$ cat config.mk
export PLATFORM = sky130hd
export DESIGN_NAME = demux_seq
export DESIGN_NICKNAME = d
export VERILOG_FILES = /design/src/rtl/demux_seq_pkg.sv /design/src/rtl/demux_seq_hold_ctr.sv /design/src/rtl/demux_seq.sv
export SDC_FILE = /design/constraint.sdc
export NUM_CORES = 1
export LEC_CHECK = 0
export CORE_ASPECT_RATIO = 0.9
export CORE_MARGIN = 5
export CORE_UTILIZATION = 46
export DETAILED_ROUTE_END_ITERATION = 7
export PLACE_DENSITY = 0.72
export SETUP_SLACK_MARGIN = 0.2
export SLEW_MARGIN = 20
export SYNTH_ARGS = -nofsm -noshare
export SYNTH_HDL_FRONTEND = slang
export SYNTH_SLANG_ARGS = --single-unit
$ cat constraint.sdc
create_clock -name clk -period 1.7 [get_ports clk]
set_input_delay 0.425 -clock clk [delete_from_list [all_inputs] [get_ports clk]]
set_output_delay 0.425 -clock clk [all_outputs]
set_load 0.005 [all_outputs]
$ cat src/rtl/demux_seq_pkg.sv
// Shared types and helpers for the demux_seq serializer.
// Optional zero-skipping is selected with the DEMUX_SEQ_SKIP_ZERO_EN macro in demux_seq.sv.
package demux_seq_pkg;

    typedef enum logic [1:0] {
        ST_IDLE  = 2'd0,
        ST_DRIVE = 2'd1,
        ST_DONE  = 2'd2
    } state_e;

    typedef logic [1:0] chan_t;

    localparam int HOLD_W = 4;

    // Channel k maps straight onto {s0,s1} = k.
    function automatic logic [1:0] chan_sel(input chan_t ch);
        return ch;
    endfunction

    // Lowest set bit of mask at or above start; result is {found, index}.
    function automatic logic [2:0] first_set_from(input logic [3:0] mask, input logic [2:0] start);
        logic [2:0] res;
        res = 3'b000;
        for (int i = 3; i >= 0; i--) begin
            if (mask[i] && (i >= int'(start))) begin
                res = {1'b1, 2'(i)};
            end
        end
        return res;
    endfunction

endpackage

$ cat src/rtl/demux_seq_hold_ctr.sv
// Loadable down-counter with zero flag, used to time each channel hold.
module demux_seq_hold_ctr
    import demux_seq_pkg::*;
(
    input  logic              clk,
    input  logic              rst_n,
    input  logic              load,
    input  logic              dec,
    input  logic [HOLD_W-1:0] load_val,
    output logic              zero
);

    logic [HOLD_W-1:0] cnt_q;
    logic [HOLD_W-1:0] cnt_d;

    always_comb begin
        cnt_d = cnt_q;
        if (load) begin
            cnt_d = load_val;
        end else if (dec && (cnt_q != '0)) begin
            cnt_d = cnt_q - 1'b1;
        end
    end

    always_ff @(posedge clk or negedge rst_n) begin
        if (!rst_n) begin
            cnt_q <= '0;
        end else begin
            cnt_q <= cnt_d;
        end
    end

    assign zero = (cnt_q == '0);

endmodule

$ cat src/rtl/demux_seq.sv
// Serializes a 4-bit word onto d/{s0,s1} of a 1-to-4 demux, one channel per HOLD_CYCLES.
// Define DEMUX_SEQ_SKIP_ZERO_EN to skip channels whose latched bit is 0.
//   state    | meaning
//   ST_IDLE  | waiting for in_valid, in_ready high
//   ST_DRIVE | driving channel chan_q for HOLD_CYCLES cycles
//   ST_DONE  | one-cycle done pulse, then back to idle
module demux_seq
    import demux_seq_pkg::*;
#(
    parameter int HOLD_CYCLES = 1
) (
    input  logic       clk,
    input  logic       rst_n,
    input  logic       in_valid,
    output logic       in_ready,
    input  logic [3:0] in_data,
    output logic       d,
    output logic       s0,
    output logic       s1,
    output logic       dv,
    output logic       busy,
    output logic       done
);

    localparam logic [HOLD_W-1:0] HOLD_LD = HOLD_W'(HOLD_CYCLES - 1);

    state_e     state_q, state_d;
    chan_t      chan_q, chan_d;
    logic [3:0] word_q, word_d;

    logic       in_ready_q, in_ready_d;
    logic       busy_q, busy_d;
    logic       dv_q, dv_d;
    logic       d_q, d_d;
    logic       s0_q, s0_d;
    logic       s1_q, s1_d;
    logic       done_q, done_d;

    logic       ctr_load;
    logic       ctr_dec;
    logic       ctr_zero;
    logic [3:0] acc_mask;
    logic [3:0] run_mask;
    logic [2:0] nxt;
    logic [1:0] sel;

    demux_seq_hold_ctr u_hold_ctr (
        .clk      (clk),
        .rst_n    (rst_n),
        .load     (ctr_load),
        .dec      (ctr_dec),
        .load_val (HOLD_LD),
        .zero     (ctr_zero)
    );

`ifdef DEMUX_SEQ_SKIP_ZERO_EN
    assign acc_mask = in_data;
    assign run_mask = word_q;
`else
    assign acc_mask = 4'hF;
    assign run_mask = 4'hF;
`endif

    always_comb begin
        state_d  = state_q;
        chan_d   = chan_q;
        word_d   = word_q;
        ctr_load = 1'b0;
        ctr_dec  = 1'b0;
        nxt      = 3'b000;

        unique case (state_q)
            ST_IDLE: begin
                if (in_valid && in_ready_q) begin
                    word_d = in_data;
                    nxt    = first_set_from(acc_mask, 3'd0);
                    if (nxt[2]) begin
                        state_d  = ST_DRIVE;
                        chan_d   = nxt[1:0];
                        ctr_load = 1'b1;
                    end else begin
                        state_d = ST_DONE;
                    end
                end
            end
            ST_DRIVE: begin
                if (ctr_zero) begin
                    nxt = first_set_from(run_mask, {1'b0, chan_q} + 3'd1);
                    if (nxt[2]) begin
                        chan_d   = nxt[1:0];
                        ctr_load = 1'b1;
                    end else begin
                        state_d = ST_DONE;
                        chan_d  = '0;
                    end
                end else begin
                    ctr_dec = 1'b1;
                end
            end
            ST_DONE: begin
                state_d = ST_IDLE;
                chan_d  = '0;
            end
            default: begin
                state_d = ST_IDLE;
                chan_d  = '0;
            end
        endcase

        // Outputs decode the next state so they are registered alongside it.
        sel        = chan_sel(chan_d);
        in_ready_d = (state_d == ST_IDLE);
        busy_d     = (state_d != ST_IDLE);
        dv_d       = (state_d == ST_DRIVE);
        done_d     = (state_d == ST_DONE);
        d_d        = (state_d == ST_DRIVE) ? word_d[chan_d] : 1'b0;
        s0_d       = (state_d == ST_DRIVE) ? sel[1] : 1'b0;
        s1_d       = (state_d == ST_DRIVE) ? sel[0] : 1'b0;
    end

    always_ff @(posedge clk or negedge rst_n) begin
        if (!rst_n) begin
            state_q    <= ST_IDLE;
            chan_q     <= '0;
            word_q     <= '0;
            in_ready_q <= 1'b1;
            busy_q     <= 1'b0;
            dv_q       <= 1'b0;
            d_q        <= 1'b0;
            s0_q       <= 1'b0;
            s1_q       <= 1'b0;
            done_q     <= 1'b0;
        end else begin
            state_q    <= state_d;
            chan_q     <= chan_d;
            word_q     <= word_d;
            in_ready_q <= in_ready_d;
            busy_q     <= busy_d;
            dv_q       <= dv_d;
            d_q        <= d_d;
            s0_q       <= s0_d;
            s1_q       <= s1_d;
            done_q     <= done_d;
        end
    end

    // in_ready is held low while reset is asserted even though its flop resets high.
    assign in_ready = in_ready_q & rst_n;
    assign busy     = busy_q;
    assign dv       = dv_q;
    assign d        = d_q;
    assign s0       = s0_q;
    assign s1       = s1_q;
    assign done     = done_q;

endmodule

# Word-level counts from Yosys, hierarchy flattened
# Index checks and enable logic that the tools add are counted.
dict set report word_totals {
  elab_cells 64
  output_inout_bits 7
  reg_bits 19
  in_bits 7
}
dict set report classes {
  n_mux 34
  reduce_logical 8
  n_addsub 2
  n_lt_le_gt_ge 5
  bitwise 1
  n_eq_ne 3
}
# operator n
set op_table {}
lappend op_table {{$mux W3} 8}
lappend op_table {{$mux W2} 8}
lappend op_table {{$mux W4} 4}
lappend op_table {{$mux W1} 10}
lappend op_table {{$pmux W2 S2} 2}
lappend op_table {{$ge A1 B3 Y1 const A} 2}
lappend op_table {{$ge A2 B3 Y1 const A} 2}
lappend op_table {{$eq A2 B1 Y1 const B} 2}
lappend op_table {{$logic_not A2 Y1} 2}
lappend op_table {{$logic_not A4 Y1} 1}
lappend op_table {{$reduce_bool A2 Y1} 2}
lappend op_table {{$reduce_bool A4 Y1} 1}
lappend op_table {{$sub A4 B1 Y4 const B} 1}
lappend op_table {{$add A2 B1 Y3 const B} 1}
lappend op_table {{$lt A2 B3 Y1 const B} 1}
lappend op_table {{$bmux W1 S2} 1}
lappend op_table {{$eq A2 B2 Y1 const B} 1}
lappend op_table {{$logic_and A1 B1 Y1} 2}
lappend op_table {{$pmux W1 S2} 1}
lappend op_table {{$and A1 B1 Y1} 1}

# Logic depth before layout (Yosys ltp)
# Gate-level depths: netlist (run 1).
dict set report depth {
  depth_word 14
  mapped_depth 8
}

# Cells and area by module
# Synthesis (run 1) repeated with hierarchy kept, for this count alone.
dict set report hier_totals {
  cells_unflattened 90
  area_unflattened_um2 1017.2
}
# module seq_area_each_um2 area_per_inst_um2 cells_per_inst instances
set modules_own_cells {}
lappend modules_own_cells {demux_seq 376.6 747.0 63 1}
lappend modules_own_cells {demux_seq_hold_ctr 100.1 270.3 27 1}

# Worst setup path after synthesis (run 1)
# No wires, ideal clock.
dict set report synth_path {
  kind {flip-flop to flip-flop}
  from {register u_hold_ctr.cnt_q[0]}
  to {register d_q (netlist: d)}
  t_required_ns 1.608
  path_slack_ns -0.109
  period_less_slack_ns 1.809
  t_arrival_ns 1.717
  stages_incl_launch_ff 8
  path_cell_list {dfrtp_1 -> inv_1 -> ha_1 -> nor3b_4 -> mux2_4 -> a32oi_2 -> o2111ai_2 -> o31ai_2}
}
dict set report synth_via {
  elab_chain_cells 6
  elab_cells_between_ends 9
  classes_between {1 x eq/ne; 7 x mux; 1 x reduce/logical}
}
# element line_no
set synth_rtl {}
lappend synth_rtl {{start: declaration} demux_seq_hold_ctr.sv:13} ;# logic [HOLD_W-1:0] cnt_q;
lappend synth_rtl {{start signal: assignment} demux_seq_hold_ctr.sv:29} ;# cnt_q <= cnt_d;
lappend synth_rtl {{$logic_not A4 Y1 (*)} demux_seq_hold_ctr.sv:33} ;# assign zero = (cnt_q == '0);
lappend synth_rtl {{$mux W2} demux_seq.sv:87} ;# if (ctr_zero) begin
lappend synth_rtl {{$pmux W2 S2} demux_seq.sv:72} ;# unique case (state_q)
lappend synth_rtl {{$bmux W1 S2} demux_seq.sv:116} ;# d_d = (state_d == ST_DRIVE) ? word_d[chan_d] : 1'b0;
lappend synth_rtl {{$mux W1 (not written as such)} demux_seq.sv:116}
lappend synth_rtl {{$mux W1 (*)} demux_seq.sv:116}
lappend synth_rtl {{via d_d} demux_seq.sv:34} ;# logic d_q, d_d;
lappend synth_rtl {{end signal: assignment} demux_seq.sv:129} ;# d_q <= 1'b0;
lappend synth_rtl {{end signal: assignment} demux_seq.sv:140} ;# d_q <= d_d;
lappend synth_rtl {{end: declaration} demux_seq.sv:34}
# Mark *: on every way through the listed nets, which the timed path passes. The rest lies on a longest branch. The select of a mux whose other input is x is not followed.
# A chain may end at the register's enable or synchronous reset.

# Worst setup path in the final report (run 1)
dict set report layout_path {
  from {register u_hold_ctr.cnt_q[1]}
  to {register d_q (netlist: d)}
}
# Same word-level chain as after synthesis.

==> results of run 1 <==
-- final timing paths --
kind,cells past startpoint,endpoint,from,slack (ns)
setup / recovery,7,d,u_hold_ctr.cnt_q[1],-0.05
hold / removal,2,done,rst_n,0.11
setup reg to reg,7,d,u_hold_ctr.cnt_q[1],-0.05
hold reg to reg,1,word_q[3],word_q[3],0.51
max in group asynchronous,2,in_ready_q,rst_n,1.33
min in group clk,1,word_q[3],word_q[3],0.51
-- layer usage --
layer | GRT usage, % | share of wire, % | up-vias
met5 | 0 | 0 | -
met4 | 7.34 | 1.3 | 0
met3 | 4.43 | 5.1 | 4
met2 | 25.4 | 51 | 15
met1 | 17.7 | 42 | 342
li1 | - | - | 352
-- logic make-up (layout without fill, tap and decap cells) --
kind of cell	count (synthesis)	in the layout	share of synthesized area (%)
fa+ha+maj	3	3	4.03
xor+xnor	1	1	0.941
compound gates	16	16	14.9
simple gates	22	22	16.3
mux	6	6	7.80
flops	19	19	51.2
buf+inv	12	49	4.84
-- power groups by stage --
stage | clock network, mW | registers [mW] | logic (mW)
after global placement | 0 | 0.751 | 1.25
after floorplan | 0 | 0.751 | 0.791
after detailed placement | 0 | 0.760 | 1.29
after CTS | 0.237 | 0.750 | 1.34
final | 0.231 | 0.747 | 1.48
after global routing | 0.261 | 0.769 | 1.63
-- layout make-up --
cell class / count / area [sq um] / share of cell area [%]
clock buffer: 3 / 22.5 / 1.72
clock inverter: 1 / 5.00 / 0.381
inverter: 11 / 41.3 / 3.15
multi-input combinational: 48 / 448 / 34.1
sequential: 19 / 477 / 36.3
tap: 25 / 31.3 / 2.38
timing repair buffer: 34 / 288 / 21.9
-- cell usage in the layout, fill, tap and decap left out, types with 3 or more instances in the layout --
| master | Yosys | routed |
|---|---|---|
| buf_4 | 0 | 20 |
| clkbuf_4 | 0 | 3 |
| clkdlybuf4s50_1 | 0 | 5 |
| dfrtp_1 | 18 | 18 |
| dlygate4sd2_1 | 0 | 6 |
| ha_1 | 3 | 3 |
| inv_1 | 10 | 9 |
| nand2_1 | 4 | 3 |
| nand3_1 | 3 | 3 |
-- per-stage QoR --
stage	power, mW	setup slack (ns)	util [%]	instances	hold slack [ns]
6_report	2.46	-0.0517	68.6	141	0.110
5_1_grt	2.66	-0.170	68.6	141	0.130
4_1_cts	2.32	-0.0558	65.8	137	0.489
3_5_place_dp	2.05	-0.259	63.1	130	0.487
3_3_place_gp	2.00	-0.230	63.1	130	0.489
2_1_floorplan	1.54	-0.0770	-	79	0.129
-- worst max-delay path, stage by stage (launching register included) --
cell,delay [ns]
dfrtp_1,0.40
inv_1,0.08
ha_1,0.14
nor3b_4,0.25
mux2_4,0.34
a32oi_4,0.22
o2111ai_2,0.15
o31ai_2,0.09
-- flip-flops by register name (all words and copies together) (netlist names) --
| name | count |
|---|---|
| state_q | 2 |
| chan_q | 2 |
| d | 1 |
| done | 1 |
| s0 | 1 |
| busy | 1 |
| dv | 1 |
| in_ready_q | 1 |
| u_hold_ctr.cnt_q | 4 |
| s1 | 1 |
| word_q | 4 |
-- timing repair --
| item | CTS | global route |
|---|---|---|
| setup endpoints to repair | 16 | 11 |
| setup buffers | 3 | 4 |
| gates resized for setup | 15 | 7 |
| pin swaps | 4 | 3 |
==> results.sh, run 1 <==
export IMPL_synth_edf_count=0
export IMPL_syn_inst=79
export IMPL_cts_path_max_buffers=2
export IMPL_dp_hpwl_mm=1.44
export IMPL_gr_total_overflow=0
export IMPL_place_area_sq_um=1210
export IMPL_hold_path_class="in -> async"
export IMPL_status="finished, violations left"
export IMPL_synth_async_reset_ratio_pct=100
export IMPL_cellPowerDensity_nw_per_um2=1880
export IMPL_final_cell_area_sq_um=1310
export IMPL_clock_skew_ns=0.00412
export IMPL_synth_nets=89
export IMPL_p_leak_nw=0.637
export IMPL_yosysUniqueCellTypes=34
export IMPL_critPathRequiredTime_ns=1.91
export IMPL_drv_cap=0
export IMPL_wl_per_cell_microns=14.1
export IMPL_irDropWorstVdd_mv=1.03
export IMPL_routed_wl_mm=1.99
export IMPL_netlist_top_cells_area="dfrtp_1 48%, ha_1 4.0%, inv_1 4.0%, mux2_4 3.2%, dfstp_2 2.8%"
export IMPL_place_congestion=0.814
export IMPL_port_buffers=13
export IMPL_numCtsBuffers=3
export IMPL_power_frac_seq_pct=30.3
export IMPL_hold_viol=0
export IMPL_clk_pin_slew_ns=0.11
export IMPL_viasPerCell=5.06
export IMPL_cp_arrival_ns=1.97
export IMPL_grtUsageTotal_pct=15.1
export IMPL_grt_pass1_vias=753
export IMPL_period_share_pct=103
export IMPL_max_freq_mhz=571
export IMPL_num_rows=15
export IMPL_synth_ff_type="dfrtp_1"
export IMPL_yosysTopAreaCellShare_pct=48.4
export IMPL_sw_frac_of_total_pct=36.9
export IMPL_setup_viol=3
export IMPL_synth_commonest_cells="18 x dfrtp_1, 10 x inv_1, 4 x nand2_1"
export IMPL_postCtsHoldBufs=0
export IMPL_cts_tree="done"
export IMPL_clkPwrFrac_pct=9.4
export IMPL_critPathKind="reg -> reg"
export IMPL_ant_nets=0
export IMPL_area_delta_synth_final_pct=41.0
export IMPL_grt_pass1_wl_mm=3.39
export IMPL_fillers=161
export IMPL_p_sw_mw=0.908
export IMPL_worstSetupStartpointType="flop"
export IMPL_tightestPinTransition_ns=0.355
export IMPL_ys_ff_latch=19
export IMPL_core_sq_um=1910
export IMPL_cts_root_buf="clkbuf_4"
export IMPL_yosysTopAreaCell="dfrtp_1"
export IMPL_io_pins=14
export IMPL_diodes=0
export IMPL_path_max_fanout=3
export IMPL_period_needed_ns=1.75
export IMPL_drv_slew=0
export IMPL_combPwrFrac_pct=60.3
export IMPL_htreeDepth=1
export IMPL_die_area_sq_um=3020
export IMPL_final_nets=127
export IMPL_rsz0062_at_grt="true"
export IMPL_vias=713
export IMPL_post_synth_top_count_cell="dfrtp_1"
export IMPL_relSlewSlack_pct=76.2
export IMPL_grt_max_degree=20
export IMPL_layout_setup_ws_ns=-0.0517
export IMPL_p_int_mw=1.55
export IMPL_synth_seq_area_share_pct=51.2
export IMPL_die_y_microns=52.7
export IMPL_syn_area_sq_um=931
export IMPL_clkLatencyLatePin_ns=0.30
export IMPL_die_w_microns=57.4
export IMPL_crit_path_end_kind="flop"
export IMPL_start_util_pct=48.6
export IMPL_dr_pass1_iters=4
export IMPL_route_detailed_drc=0
export IMPL_clock_sinks=19
export IMPL_drt_iter0_drc=7
export IMPL_yosysWarnings=0
export IMPL_antenna_found_initial=0
export IMPL_setup_tns_ns=-0.0732
export IMPL_violations="setup timing"
export IMPL_drive_above_1_share_pct=44.0
export IMPL_avgSynthCellArea_sq_um=11.8
No activity file was read; power rests on OpenSTA's default activity.
==> run 2: changes to the inputs <==
- SKIP_LAST_GASP: unset -> 1
==> run 2 against run 1 <==
The run still ends with setup timing left. Highest routed layer unchanged. Non-clock buffer count is the same. Clock power about the same. Combinational power decreased by 4%. Flip-flop and latch count is the same. Final cell count unchanged. Wire length up 0.45%. Largest cell class unchanged. Worst hold slack worse by 0.017 ns. Setup slack improved by 0.0040 ns. Utilization down 1.3 points. Total power down 2.8%.
==> results.sh, run 2 (same netlist as run 1, synthesis figures left out) <==
export IMPL_status="finished, violations left"
export IMPL_violations="setup timing"
export IMPL_p_sw_mw=0.876
export IMPL_gr_total_overflow=0
export IMPL_cp_num_buf_inv=3
export IMPL_start_util_pct=48.6
export IMPL_drv_slew=0
export IMPL_cpLargestDelayFamily="flip-flops"
export IMPL_final_nets=127
export IMPL_relSlewSlack_pct=79.8
export IMPL_clkPwrFrac_pct=9.6
export IMPL_place_congestion=0.814
export IMPL_p_leak_nw=0.629
export IMPL_crit_path_end_kind="flop"
export IMPL_drv_cap=0
export IMPL_htreeDepth=1
export IMPL_grtUsageTotal_pct=15.1
export IMPL_critPathKind="reg -> reg"
export IMPL_period_share_pct=103
export IMPL_antenna_found_initial=0
export IMPL_ant_nets=0
export IMPL_dp_hpwl_mm=1.44
export IMPL_dr_pass1_iters=4
export IMPL_cts_root_buf="clkbuf_4"
export IMPL_path_common_cell="buf_4"
export IMPL_wl_per_cell_microns=14.2
export IMPL_tightestPinTransition_ns=0.301
export IMPL_cp_arrival_ns=1.97
export IMPL_worstSetupStartpointType="flop"
export IMPL_routed_wl_mm=2.00
export IMPL_cellPowerDensity_nw_per_um2=1860
export IMPL_period_needed_ns=1.75
export IMPL_vias=721
export IMPL_setup_viol=2
export IMPL_area_delta_synth_final_pct=38.3
export IMPL_num_rows=15
export IMPL_fin_util_pct=67.3
export IMPL_finalPower_mw=2.39
export IMPL_viasPerCell=5.11
export IMPL_critPathRequiredTime_ns=1.92
export IMPL_grt_pass1_wl_mm=3.38
export IMPL_clk_pin_slew_ns=0.11
export IMPL_reg2reg_slack_ns=-0.05
export IMPL_numCtsBuffers=3
export IMPL_mostFrequentLayoutCell="buf_4"
export IMPL_most_common_layout_cells="20 x buf_4, 18 x dfrtp_1, 9 x inv_1"
export IMPL_grt_max_degree=20
export IMPL_critPathSlowestCell="dfrtp_1"
export IMPL_irDropWorstVdd_mv=1.02
export IMPL_max_freq_mhz=572
export IMPL_die_area_sq_um=3020
export IMPL_clock_sinks=19
export IMPL_largestRegisters="u_hold_ctr.cnt_q x4, word_q x4"
export IMPL_cpPeakStageDelay_ns=0.40
export IMPL_io_pins=14
export IMPL_grt_pass1_vias=749
export IMPL_clkLatencyLatePin_ns=0.30
export IMPL_hold_viol=0
export IMPL_drt_iter0_drc=2
export IMPL_cts_path_max_buffers=2
export IMPL_die_w_microns=57.4
export IMPL_path_max_fanout=3
export IMPL_core_sq_um=1910
export IMPL_rsz0062_at_grt="true"
export IMPL_port_buffers=13
export IMPL_hold_path_class="in -> async"
export IMPL_drive_above_1_share_pct=40.5
export IMPL_sw_frac_of_total_pct=36.6
export IMPL_route_detailed_drc=0
export IMPL_layout_setup_ws_ns=-0.0477
export IMPL_p_int_mw=1.52
export IMPL_cts_tree="done"
export IMPL_cp_cell_sequence="inv_1, ha_1, nor3b_4, buf_4, buf_4, mux2i_1, nand2b_4, o2111ai_2, o31ai_2"
export IMPL_postCtsHoldBufs=0
export IMPL_diodes=0
export IMPL_power_frac_seq_pct=31.1
export IMPL_die_y_microns=52.7
export IMPL_combPwrFrac_pct=59.2
export IMPL_clock_skew_ns=0.00669
## run 2: cell counts in the layout (fill, tap and decap cells not counted)
No cell type changed its count.
## run 2: final cells by class
cell class | count | area [sq um]
fillers | 172 | 627
flip-flops and latches | 19 | 477
multi-input cells | 48 | 429
repair buffers | 34 | 282
inverters | 11 | 41.3
well taps | 25 | 31.3
clock buffers | 3 | 22.5
clock inverters | 1 | 5.00
## run 2: timing repair
item | 4_1_cts | 5_1_grt
hold endpoints to repair | 0 | 0
setup buffers | 3 | 4
gates resized for setup | 10 | 6
pin swaps | 3 | 3
setup endpoints to repair | 16 | 11
gates cloned | 0 | 0
## run 2: power by group through the flow
| stage | Combinational [mW] | Sequential (mW) | Clock [mW] |
|---|---|---|---|
| global route | 1.56 | 0.767 | 0.261 |
| finish | 1.42 | 0.745 | 0.230 |
| CTS | 1.33 | 0.749 | 0.237 |
| detailed placement | 1.29 | 0.760 | 0 |
| floorplan | 0.791 | 0.751 | 0 |
| global placement | 1.25 | 0.751 | 0 |
## run 2: metrics by stage
step | worst slack, ns | hold WS [ns] | TNS, ns | area, sq um | instances
final | -0.0477 | 0.0930 | -0.0575 | 1290 | 141
after global routing | -0.170 | 0.123 | -0.571 | 1290 | 141
after CTS | -0.0558 | 0.479 | -0.0809 | 1250 | 137
after detailed placement | -0.259 | 0.487 | -1.49 | 1210 | 130
after global placement | -0.230 | 0.489 | -1.08 | 1210 | 130
after floorplan | -0.0770 | 0.129 | -0.0770 | 945 | 79
## run 2: worst paths after layout
check	startpoint	to	cells after the start
min reg2reg	word_q[3]	word_q[3]	1
min	rst_n	done	2
max	u_hold_ctr.cnt_q[1]	d	9
min in group clk	word_q[3]	word_q[3]	1
max in group asynchronous	rst_n	in_ready_q	2
max reg2reg	u_hold_ctr.cnt_q[1]	d	9
## run 2: per-layer routing
| metal | vias up | share of wire (%) | track usage [%] |
|---|---|---|---|
| li1 | 350 | - | - |
| met1 | 350 | 42 | 17.5 |
| met2 | 16 | 51 | 25.4 |
| met3 | 5 | 4.8 | 4.43 |
| met4 | 0 | 1.7 | 7.34 |
| met5 | - | 0 | 0 |
==> run 3: changes to the inputs <==
--- a/config.mk
+++ b/config.mk
@@ -10,5 +10,5 @@
 export CORE_UTILIZATION = 46
+export CTS_CLUSTER_SIZE = 30
 export DETAILED_ROUTE_END_ITERATION = 7
 export PLACE_DENSITY = 0.72
-export SETUP_SLACK_MARGIN = 0.2
 export SKIP_LAST_GASP = 1
==> constraint.sdc (replaced) <==
create_clock -name clk -period 1.7 [get_ports clk]
set_input_delay 0.34 -clock clk [delete_from_list [all_inputs] [get_ports clk]]
set_output_delay 0.34 -clock clk [all_outputs]
set_load 0.005 [all_outputs]
==> run 3 against run 2 <==
The run still ends with setup timing left. Final cell count rose by 4.3%. Critical path depth decreased by 2. Clock skew down 0.0041 ns. Non-clock buffer count up 6. Worst hold slack gained 0.30 ns. Largest cell class unchanged. Count of clock-buffer cells in the layout unchanged. Cell area up 7.0%.
==> results.sh, run 3 (same netlist as run 1, synthesis figures left out) <==
export IMPL_r2r_end="d"
export IMPL_drv_slew=0
export IMPL_diodes=0
export IMPL_rsz0062_at_grt="true"
export IMPL_mostFrequentLayoutCell="buf_4"
export IMPL_cpLargestDelayFamily="compound AO/OA/AOI/OAI gates"
export IMPL_status="finished, violations left"
export IMPL_final_cell_area_sq_um=1380
export IMPL_period_share_pct=100
export IMPL_r2r_cells=7
export IMPL_place_congestion=0.751
export IMPL_drive_above_1_share_pct=44.3
export IMPL_cellPowerDensity_nw_per_um2=1930
export IMPL_clock_sinks=19
export IMPL_port_buffers=13
export IMPL_cp_arrival_ns=1.93
export IMPL_p_leak_nw=0.647
export IMPL_cts_tree="done"
export IMPL_irDropWorstVdd_mv=1.28
export IMPL_setup_viol=1
export IMPL_antenna_found_initial=0
export IMPL_die_w_microns=57.4
export IMPL_cp_num_buf_inv=1
export IMPL_critPathSlowestCell="dfrtp_1"
export IMPL_max_freq_mhz=586
export IMPL_grtUsageTotal_pct=16.2
export IMPL_r2r_start="u_hold_ctr.cnt_q[0]"
export IMPL_num_rows=15
export IMPL_dr_pass1_iters=4
export IMPL_gr_total_overflow=0
export IMPL_cts_root_buf="clkbuf_4"
export IMPL_core_sq_um=1910
export IMPL_path_max_fanout=3
export IMPL_start_util_pct=48.6
export IMPL_area_delta_synth_final_pct=48.0
export IMPL_drv_cap=0
export IMPL_route_detailed_drc=0
export IMPL_cp_cell_sequence="inv_2, ha_4, nor3b_4, mux2_4, a32oi_4, o2111ai_2, o31ai_2"
export IMPL_htreeDepth=1
export IMPL_vias=732
export IMPL_clk_pin_slew_ns=0.11
export IMPL_drt_iter0_drc=5
export IMPL_wl_per_cell_microns=14.7
export IMPL_dp_hpwl_mm=1.46
export IMPL_numCtsBuffers=3
export IMPL_die_area_sq_um=3020
export IMPL_place_area_sq_um=1210
export IMPL_routed_wl_mm=2.17
export IMPL_ant_nets=0
export IMPL_layout_setup_ws_ns=-0.00626
export IMPL_grt_pass1_wl_mm=3.62
export IMPL_dp_worst_setup_slack_ns=-0.149
export IMPL_largestRegisters="u_hold_ctr.cnt_q x4, word_q x4"
export IMPL_critPathRequiredTime_ns=1.92
export IMPL_reg2reg_slack_ns=-0.006
export IMPL_most_common_layout_cells="25 x buf_4, 18 x dfrtp_1, 12 x clkdlybuf4s50_1"
export IMPL_clock_skew_ns=0.00257
export IMPL_tightestPinTransition_ns=0.272
export IMPL_die_y_microns=52.7
export IMPL_grt_pass1_vias=771
export IMPL_hold_path_class="in -> async"
export IMPL_clkLatencyLatePin_ns=0.30
export IMPL_cpPeakStageDelay_ns=0.41
export IMPL_worstSetupStartpointType="flop"
export IMPL_viasPerCell=4.98
export IMPL_grt_max_degree=20
export IMPL_hold_viol=0
export IMPL_relSlewSlack_pct=81.8
export IMPL_final_nets=133
export IMPL_crit_path_end_kind="flop"
export IMPL_io_pins=14
export IMPL_cts_path_max_buffers=2
export IMPL_period_needed_ns=1.71
export IMPL_critPathKind="reg -> reg"
export IMPL_violations="setup timing"
==> run 3: routing by layer <==
metal / wire length (microns) / share of wire [%] / GRT usage [%]
met4: 12 / 0.55 / 2.32
met3: 136 / 6.3 / 6.40
met2: 1130 / 52 / 29.1
met1: 888 / 41 / 18.4
met5: 0 / 0 / 0
==> run 3: through the flow <==
stage / setup TNS (ns) / utilization, % / hold slack, ns / instances / power [mW]
floorplan: -0.0772 / - / 0.0444 / 79 / 1.54
global placement: -0.331 / 63.3 / 0.478 / 131 / 2.02
detailed placement: -0.449 / 63.3 / 0.487 / 131 / 2.08
CTS: -0.00179 / 69.7 / 0.393 / 145 / 2.54
global route: -0.567 / 72.0 / 0.404 / 147 / 2.87
finish: -0.00626 / 72.0 / 0.396 / 147 / 2.65
==> run 3: cell type report <==
cell class / count / area [sq um]
Clock inverter: 1 / 5.00
Timing Repair Buffer: 40 / 339
Clock buffer: 3 / 22.5
Multi-Input combinational cell: 48 / 459
Sequential cell: 19 / 477
Tap cell: 25 / 31.3
Inverter: 11 / 43.8
Fill cell: 149 / 537
==> run 3: worst max path at each step <==
stage | from | end | cells past startpoint
after floorplan | u_hold_ctr.cnt_q[0] | d | 7
after global placement | in_valid | d | 5
after detailed placement | in_valid | d | 5
after CTS | u_hold_ctr.cnt_q[1] | d | 7
after global routing | u_hold_ctr.cnt_q[0] | d | 9
final | u_hold_ctr.cnt_q[0] | d | 7
==> run 3: power breakdown <==
part,internal (mW),switching (mW)
logic,0.968,0.705
clock network,0.0878,0.143
registers,0.643,0.106
total,1.70,0.953
==> run 3: what timing repair did <==
action,CTS,global route
pin swaps,4,3
setup endpoints to repair,5,7
hold buffers,0,0
setup buffers,10,3
gates resized for setup,7,7
